$ cat src/rtl/sensor_conditioner.sv
// Alarm front end: synchronizes and debounces three raw inputs, then runs an
// entry-delay FSM and a saturating count of trigger rising edges.
module sensor_conditioner #(
    parameter int unsigned DEBOUNCE_CYCLES = 4,
    parameter int unsigned DELAY_CYCLES    = 8
) (
    input  logic       clk,
    input  logic       rst,
    input  logic       arm_raw,
    input  logic       door_raw,
    input  logic       motion_raw,
    input  logic       clr_count,
    output logic       arm,
    output logic       trigger,
    output logic       confirm,
    output logic [7:0] trig_count,
    output logic [1:0] state
);

    localparam logic [7:0] DbLast    = 8'(DEBOUNCE_CYCLES - 1);
    localparam logic [7:0] DelayLast = 8'(DELAY_CYCLES - 1);

    typedef enum logic [1:0] {
        StIdle      = 2'b00,
        StCount     = 2'b01,
        StConfirmed = 2'b10,
        StBad       = 2'b11
    } state_t;

    // Channel index: 0 = arm, 1 = door, 2 = motion.
    logic [2:0] raw_vec;
    logic [2:0] sync1_q;
    logic [2:0] sync2_q;
    logic [2:0] db_q;
    logic [7:0] db_cnt_q [3];

    assign raw_vec = {motion_raw, door_raw, arm_raw};

    for (genvar i = 0; i < 3; i++) begin : g_chan
        always_ff @(posedge clk or posedge rst) begin
            if (rst) begin
                sync1_q[i]  <= 1'b0;
                sync2_q[i]  <= 1'b0;
                db_q[i]     <= 1'b0;
                db_cnt_q[i] <= 8'd0;
            end else begin
                sync1_q[i] <= raw_vec[i];
                sync2_q[i] <= sync1_q[i];
                if (sync2_q[i] == db_q[i]) begin
                    db_cnt_q[i] <= 8'd0;
                end else if (db_cnt_q[i] == DbLast) begin
                    db_q[i]     <= sync2_q[i];
                    db_cnt_q[i] <= 8'd0;
                end else begin
                    db_cnt_q[i] <= db_cnt_q[i] + 8'd1;
                end
            end
        end
    end

    assign arm     = db_q[0];
    assign trigger = db_q[0] & (db_q[1] | db_q[2]);

    state_t     state_q, state_d;
    logic [7:0] timer_q, timer_d;

    always_ff @(posedge clk or posedge rst) begin
        if (rst) begin
            state_q <= StIdle;
            timer_q <= 8'd0;
        end else begin
            state_q <= state_d;
            timer_q <= timer_d;
        end
    end

    always_comb begin
        state_d = state_q;
        timer_d = timer_q;
        case (state_q)
            StIdle: begin
                if (trigger) begin
                    state_d = StCount;
                    timer_d = 8'd0;
                end
            end
            StCount: begin
                if (!trigger) begin
                    state_d = StIdle;
                end else if (timer_q == DelayLast) begin
                    state_d = StConfirmed;
                end else begin
                    timer_d = timer_q + 8'd1;
                end
            end
            StConfirmed: begin
                if (!trigger) begin
                    state_d = StIdle;
                end
            end
            default: state_d = StIdle;
        endcase
    end

    assign confirm = (state_q == StConfirmed);
    assign state   = state_q;

    logic       trig_prev_q;
    logic [7:0] count_q, count_d;

    always_ff @(posedge clk or posedge rst) begin
        if (rst) begin
            trig_prev_q <= 1'b0;
            count_q     <= 8'd0;
        end else begin
            trig_prev_q <= trigger;
            count_q     <= count_d;
        end
    end

    // Clear takes priority over a simultaneous rising edge.
    always_comb begin
        count_d = count_q;
        if (clr_count) begin
            count_d = 8'd0;
        end else if (trigger && !trig_prev_q && count_q != 8'hFF) begin
            count_d = count_q + 8'd1;
        end
    end

    assign trig_count = count_q;

endmodule

$ cat config.mk
export PLATFORM = sky130hd
export DESIGN_NAME = sensor_conditioner
export DESIGN_NICKNAME = d
export VERILOG_FILES = /design/src/rtl/sensor_conditioner.sv
export SDC_FILE = /design/constraint.sdc
export NUM_CORES = 1
export LEC_CHECK = 0
export ABC_AREA = 1
export CAP_MARGIN = 20
export CORE_MARGIN = 3
export CORE_UTILIZATION = 35
export DETAILED_ROUTE_END_ITERATION = 6
export PLACE_DENSITY = 0.62
export RECOVER_POWER = 50
export SETUP_SLACK_MARGIN = 0.1
export SYNTH_ARGS = -nofsm -noshare
export SYNTH_HDL_FRONTEND = slang
export SYNTH_SLANG_ARGS = --single-unit
$ cat constraint.sdc
create_clock -name clk -period 1.7 [get_ports clk]
set_input_delay 0.51 -clock clk [delete_from_list [all_inputs] [get_ports clk]]
set_output_delay 0.51 -clock clk [all_outputs]
set_load 0.03 [all_outputs]
==> out/qor.csv, run 1 <==
metric,value,unit
status,completed,
Worst Setup Path Type,flop to primary output,
Clock Skews,0.0113,ns
setup violators final,0,
hold crit path type,flop to flop,
VDD IR max,544,uV
Detailed Place HPWL,3690,um
Async SR Flop Fraction,100,%
"Reg clk slew, reported paths",0.10,ns
"CP delay by family, top",flip-flops,
GRT met1 Usage,16.8,%
DR WL/cell,10.7,um
Worst-Skew Late Latency,0.30,ns
"Seq/Total Area, Yosys",49.5,%
Post-Syn Instances,324,
final layout net count,377,
IO Port Bufs,18,
worst-case clock buffer depth,2,
required time worst endpoint,1.19,ns
met2 Use GR,21.5,%
Post-synth EDFFs,0,
CTS Buf Count,5,
starting density of the core,37.3,%
synth warn,0,
fin crit share,95.8,%
Rows,30,
Pwr Total,0.00336,W
Hold Fails Final Rpt,0,
Synth area leader,dfrtp_1,
largest net degree at the start of global routing,25,
"top cells by area, synth","dfrtp_1 (49%), nand2_1 (12%), nand3_1 (6.3%), inv_1 (5.8%), nor2_1 (5.8%)",
first-pass GRT wire length,9180,um
RSZ-0062 raised after global routing,yes,
Arrival @ worst endpoint,1.12,ns
post-route insts no fill,463,
hold endpoint,sync2_q[2],
htree depth,2,
CP cell instances,"o21ai_4, inv_2, buf_6",
mux contribution to synthesized area,0,%
Pins Over Slew Limit,0,
post-synth cell types,26,
antenna fix cells,0,
GRT Util Overall,12.8,%
Top Ports,19,
Root Driver,clkbuf_8,
crit end category,primary output,
First-pass DRT Iterations,4,
Via Count,2139,
worst r2r src,trig_count[0],
power density over the cells,1070,nW/um^2
Max-Cap Viols,0,
CTS Sinks,52,
Synth Cell Area,2630,um^2
Leakage,1.50,nW
DP Worst Slack,-0.0340,ns
Final min period,1.63,ns
R2R Setup Slk,0.19,ns
vias in the first global route,2102,
crit path from,db_q[1],
terminus of the critical flop-to-flop path,trig_count[5],
die height,92.7,um
# DRC,0,
met3 GRT Util,3.41,%
post-route ant nets,0,
largest family of logic cells by synthesized area,simple AND/OR/NAND/NOR gates,
TritonCTS clock tree,built,
relative slew slack,56.4,%
Post-Synth Simple-Gate Area,33.2,%
Post-Synthesis Net Count,335,
Mean Syn Cell Area,8.12,um^2
core outline area,7060,um^2
total die area,8590,um^2
CP bufs+invs,2,
Yosys reg bits,52,
Final WS setup,0.0718,ns
Fin Hold WS,0.365,ns
Worst-Margin Slew,0.651,ns
CP peak stage delay,0.42,ns
hold depth,0,
total wire length,4980,um
initial antenna violation count,0,
Achievable Freq,614,MHz
CP max FO,2,
Synth Flop Type,dfrtp_1,
Yosys top cell area share,49.5,%
initial drt markers,77,
vias per cell,4.62,
gr busiest metal,met2,
Area Overhead vs Synth,19.8,%
compound-gate portion of the synthesized area,4.76,%
R2R depth,7,
GPL Wtd Cong,0.840,
share of cells above drive strength 1,16.6,%
nature of the critical path startpoint,flop,
total gr overflow,0,
hold_sp,sync1_q[2],
Setup Buffers After CTS,0,
post-synthesis adder-cell area fraction,2.38,%
filler cell count,759,
"slowest stage cell, crit path",dfrtp_1,
die width,92.7,um
Cells after DPL,455,
xor and xnor area share after synthesis,3.33,%
-- layout make-up --
type                            instances  area (um^2)  share of cell area (%)
Inverter                               47          178                    5.64
Multi-Input combinational cell        224         1160                    36.7
Tap cell                               96          120                    3.81
Timing Repair Buffer                   36          288                    9.13
Sequential cell                        52         1300                    41.3
Clock inverter                          2         35.0                    1.11
Clock buffer                            6         72.6                    2.30
-- cell usage after synthesis, types with 2 or more instances --
library cell,n
a21oi_1,3
a31oi_1,2
dfrtp_1,52
ha_1,5
inv_1,41
inv_2,6
nand2_1,81
nand2_2,2
nand2_4,2
nand3_1,33
nand4_1,5
nor2_1,41
nor2_2,3
nor2_4,3
nor3_1,13
nor3b_2,3
o21ai_0,3
o21ai_1,10
xnor2_1,3
xor2_1,7
-- how the worst max path moves through the flow --
stage	end	cells after the start	slack, ns
after global routing	trigger	3	0.03
after floorplan	confirm	2	0.10
after global placement	trigger	3	-0.04
after detailed placement	trigger	3	-0.03
final	trigger	3	0.07
after CTS	trigger	3	-0.08
-- power breakdown --
group | switching, W | internal, W
logic | 0.000622 | 0.000366
registers | 0.000145 | 0.00140
clock network | 0.000393 | 0.000438
total | 0.00116 | 0.00220
-- layout by cell type, fill, tap and decap left out, drive strengths merged, types with 4 or more instances in the layout --
cell         count
clkbuf          15
xor2             7
nor3            13
buf             20
nand3           34
ha               5
nor2            47
nand2           86
nand4            5
dlygate4sd3      4
o21ai           14
dfrtp           52
inv             46
-- per-stage QoR --
step	setup TNS, ns	area (um^2)	util (%)
floorplan	0	2640	-
global placement	-0.0385	3070	43.6
detailed placement	-0.0340	3070	43.6
CTS	-0.0791	3190	45.2
global route	0	3150	44.7
finish	0	3150	44.7
-- cells by family (layout without fill, tap and decap cells) --
logic type | after synthesis | count (layout)
buffers and inverters | 48 | 91
flip-flops | 52 | 52
AND/OR/NAND/NOR | 188 | 188
XOR/XNOR | 10 | 10
AO/OA/AOI/OAI | 21 | 21
adder cells (fa/ha/maj) | 5 | 5
-- per-layer routing --
layer,routed length [um],share of wire (%)
met5,0,0
met4,0,0
met3,178,3.6
met2,2340,47
met1,2460,49
-- sequential cells by signal (all words and copies together), names as in the netlist --
name         count
db_q             2
timer_q          8
sync1_q          3
state            2
arm              1
sync2_q          3
trig_prev_q      1
db_cnt_q        24
trig_count       8
-- what timing repair did --
action / 4_1_cts / 5_1_grt
gates resized for setup: 23 / 22
setup endpoints to repair: 12 / 12
hold buffers: 0 / 0
pin swaps: 1 / 2
gates cloned: 0 / 0
Note: power is estimated with default switching activity, not from simulation.
==> inputs of run 2 (changes only) <==
Settings changed: ABC_AREA 1 to not set, PLACE_DENSITY 0.62 to 0.63, REMOVE_ABC_BUFFERS set to 1.
==> run 2 against run 1 <==
Flip-flop and latch count stayed put. Die area is 11% lower. Clock skew is 0.0046 ns lower. Utilization is 0.79 points higher. Register-to-register slack worse by 0.09 ns. Count of clock-buffer cells in the layout is 1 higher. Non-clock buffer count is 9 higher. Clock power is 14% lower.
==> out/qor.csv, run 2 <==
metric,value,unit
status,completed,
Clock Power Share,20.2,%
Max-Cap Viols,0,
core outline area,6420,um^2
first-pass GRT wire length,7420,um
Synth area leader,dfrtp_1,
crit path from,state[0],
vias in the first global route,1619,
mux contribution to synthesized area,2.36,%
"top cells by area, synth","dfrtp_1 (56%), xor2_1 (6.4%), nor2_1 (4.5%), nand3_1 (4.1%), ha_1 (2.7%)",
CTS Buf Count,5,
Post-DP Area,2700,um^2
"Seq/Total Area, Yosys",55.7,%
relative slew slack,59.7,%
Clock Skews,0.00674,ns
total wire length,4240,um
CP max FO,4,
R2R Setup Slk,0.10,ns
combinational share of power,35.5,%
Pins Over Slew Limit,0,
Leakage,1.34,nW
Post-Synth Simple-Gate Area,20.0,%
post-synth cell types,39,
R2R depth,4,
Post-Syn Instances,212,
Worst-Skew Late Latency,0.30,ns
GRT Util Overall,12.2,%
max reg flops,24,
crit end category,primary output,
compound-gate portion of the synthesized area,8.79,%
IO Port Bufs,18,
synth warn,0,
First-pass DRT Iterations,4,
Hold Fails Final Rpt,0,
VDD IR max,729,uV
Via Count,1697,
most numerous cell in the Yosys netlist,dfrtp_1,
Rows,29,
Async SR Flop Fraction,100,%
setup violators final,0,
"leading cell type in the layout, fill and taps excluded",dfrtp_1,
antenna fix cells,0,
RSZ-0062 raised after global routing,yes,
power density over the cells,1210,nW/um^2
Worst-Margin Slew,0.605,ns
Yosys reg bits,52,
switch share,34.1,%
Yosys top cell area share,55.7,%
vias per cell,4.96,
post-route ant nets,0,
Root Driver,clkbuf_8,
Post-synth EDFFs,0,
terminus of the critical flop-to-flop path,timer_q[5],
Pwr Total,0.00354,W
Psw,0.00121,W
htree depth,2,
Area Overhead vs Synth,25.0,%
Detailed Place HPWL,2850,um
most frequent cells in the layout,"dfrtp_1 (51), nor2_1 (28), buf_4 (25)",
largest net degree at the start of global routing,26,
Top Ports,19,
sequential share of power,44.3,%
initial drt markers,38,
TritonCTS clock tree,built,
Synth top cells by count,"dfrtp_1 (52), nor2_1 (28), nand3_1 (19), xor2_1 (17), nand2_1 (11)",
GPL Wtd Cong,0.812,
Mean Syn Cell Area,11.0,um^2
worst-case clock buffer depth,2,
final layout net count,275,
required time worst endpoint,1.19,ns
Worst Setup Path Type,flop to primary output,
"Reg clk slew, reported paths",0.09,ns
Final min period,1.61,ns
Synth Flop Type,dfrtp_1,
P_int,0.00233,W
initial antenna violation count,0,
hold crit path type,flop to flop,
xor and xnor area share after synthesis,8.63,%
fin crit share,94.7,%
total die area,7690,um^2
CTS Sinks,52,
Achievable Freq,621,MHz
Biggest register,db_cnt_q,
worst r2r src,timer_q[6],
share of cells above drive strength 1,26.4,%
die height,87.7,um
total gr overflow,0,
TNS Setup,0,ns
nature of the critical path startpoint,flop,
design area,2920,um^2
# DRC,0,
Arrival @ worst endpoint,1.10,ns
CP Capture Point,confirm,
largest family of logic cells by synthesized area,simple AND/OR/NAND/NOR gates,
Synth Cell Area,2330,um^2
DR WL/cell,12.4,um
post-synthesis adder-cell area fraction,2.68,%
starting density of the core,36.4,%
die width,87.7,um
-- run 2: cell types whose count changed in the layout (fill, tap and decap cells not counted), moves of 5 or more --
cell	before	now
and3_1	0	8
buf_4	14	25
inv_1	38	6
inv_2	8	1
nand2_1	81	10
nand3_1	33	18
nor2_1	40	28
nor3_1	13	2
o21ai_1	10	5
xor2_1	7	17
-- run 2: what timing repair did --
action                                  in CTS  in global routing
endpoints found under the setup margin      22                 25
pin swaps                                    3                  7
gates resized for setup                     26                 21
hold buffers                                 0                  0
setup buffers                                8                  7
gates cloned                                 1                  1
-- run 2: worst max-delay path, cell delays in order (launching register included) --
cell and delay, ns:
dfrtp_1 0.41, buf_6 0.14, nor2b_4 0.12, buf_6 0.14
-- run 2: cell type report --
cell class / count / area, um^2
multi-input cells: 153 / 1050
inverters: 7 / 26.3
fillers: 601 / 3500
clock inverters: 1 / 7.51
clock buffers: 7 / 86.3
well taps: 77 / 96.3
flip-flops and latches: 52 / 1300
repair buffers: 45 / 350
-- run 2: cell families after synthesis --
| family | Yosys count |
|---|---|
| mux | 5 |
| flops | 52 |
| xor+xnor | 23 |
| buf+inv | 9 |
| simple gates | 89 |
| fa+ha+maj | 5 |
| compound gates | 29 |
-- run 2: worst min path at each step --
stage	startpoint	depth (start not counted)	slack, ns	to
floorplan	sync1_q[0]	0	0.33	sync2_q[0]
global placement	sync1_q[2]	0	0.33	sync2_q[2]
detailed placement	sync1_q[0]	0	0.33	sync2_q[0]
CTS	sync1_q[0]	0	0.36	sync2_q[0]
global route	sync1_q[1]	0	0.37	sync2_q[1]
finish	sync1_q[0]	0	0.35	sync2_q[0]
-- run 2: power groups by stage --
stage                     combinational, W  sequential (W)  clock (W)
after global routing               0.00139         0.00160   0.000809
after global placement             0.00101         0.00160          0
after floorplan                   0.000583         0.00165          0
after CTS                          0.00114         0.00157   0.000761
after detailed placement           0.00103         0.00160          0
final                              0.00126         0.00157   0.000717
-- run 2: per-layer routing --
metal / wire length, um / GRT usage (%) / up-vias / part of all wire, %
met1: 2110 / 16.4 / 821 / 50
met2: 1930 / 19.0 / 20 / 46
li1: - / - / 848 / -
met4: 82 / 4.60 / 0 / 1.9
met3: 115 / 3.20 / 8 / 2.7
met5: 0 / 0 / - / 0
-- run 2: metrics by stage --
stage | cells | setup WS (ns) | hold WS [ns] | util (%)
after floorplan | 210 | -0.117 | 0.331 | -
after global routing | 342 | 0.0304 | 0.367 | 45.5
after detailed placement | 317 | 0.00828 | 0.335 | 42.1
after global placement | 317 | 0.0286 | 0.331 | 42.1
after CTS | 334 | 0.0342 | 0.357 | 45.0
final | 342 | 0.0906 | 0.354 | 45.5
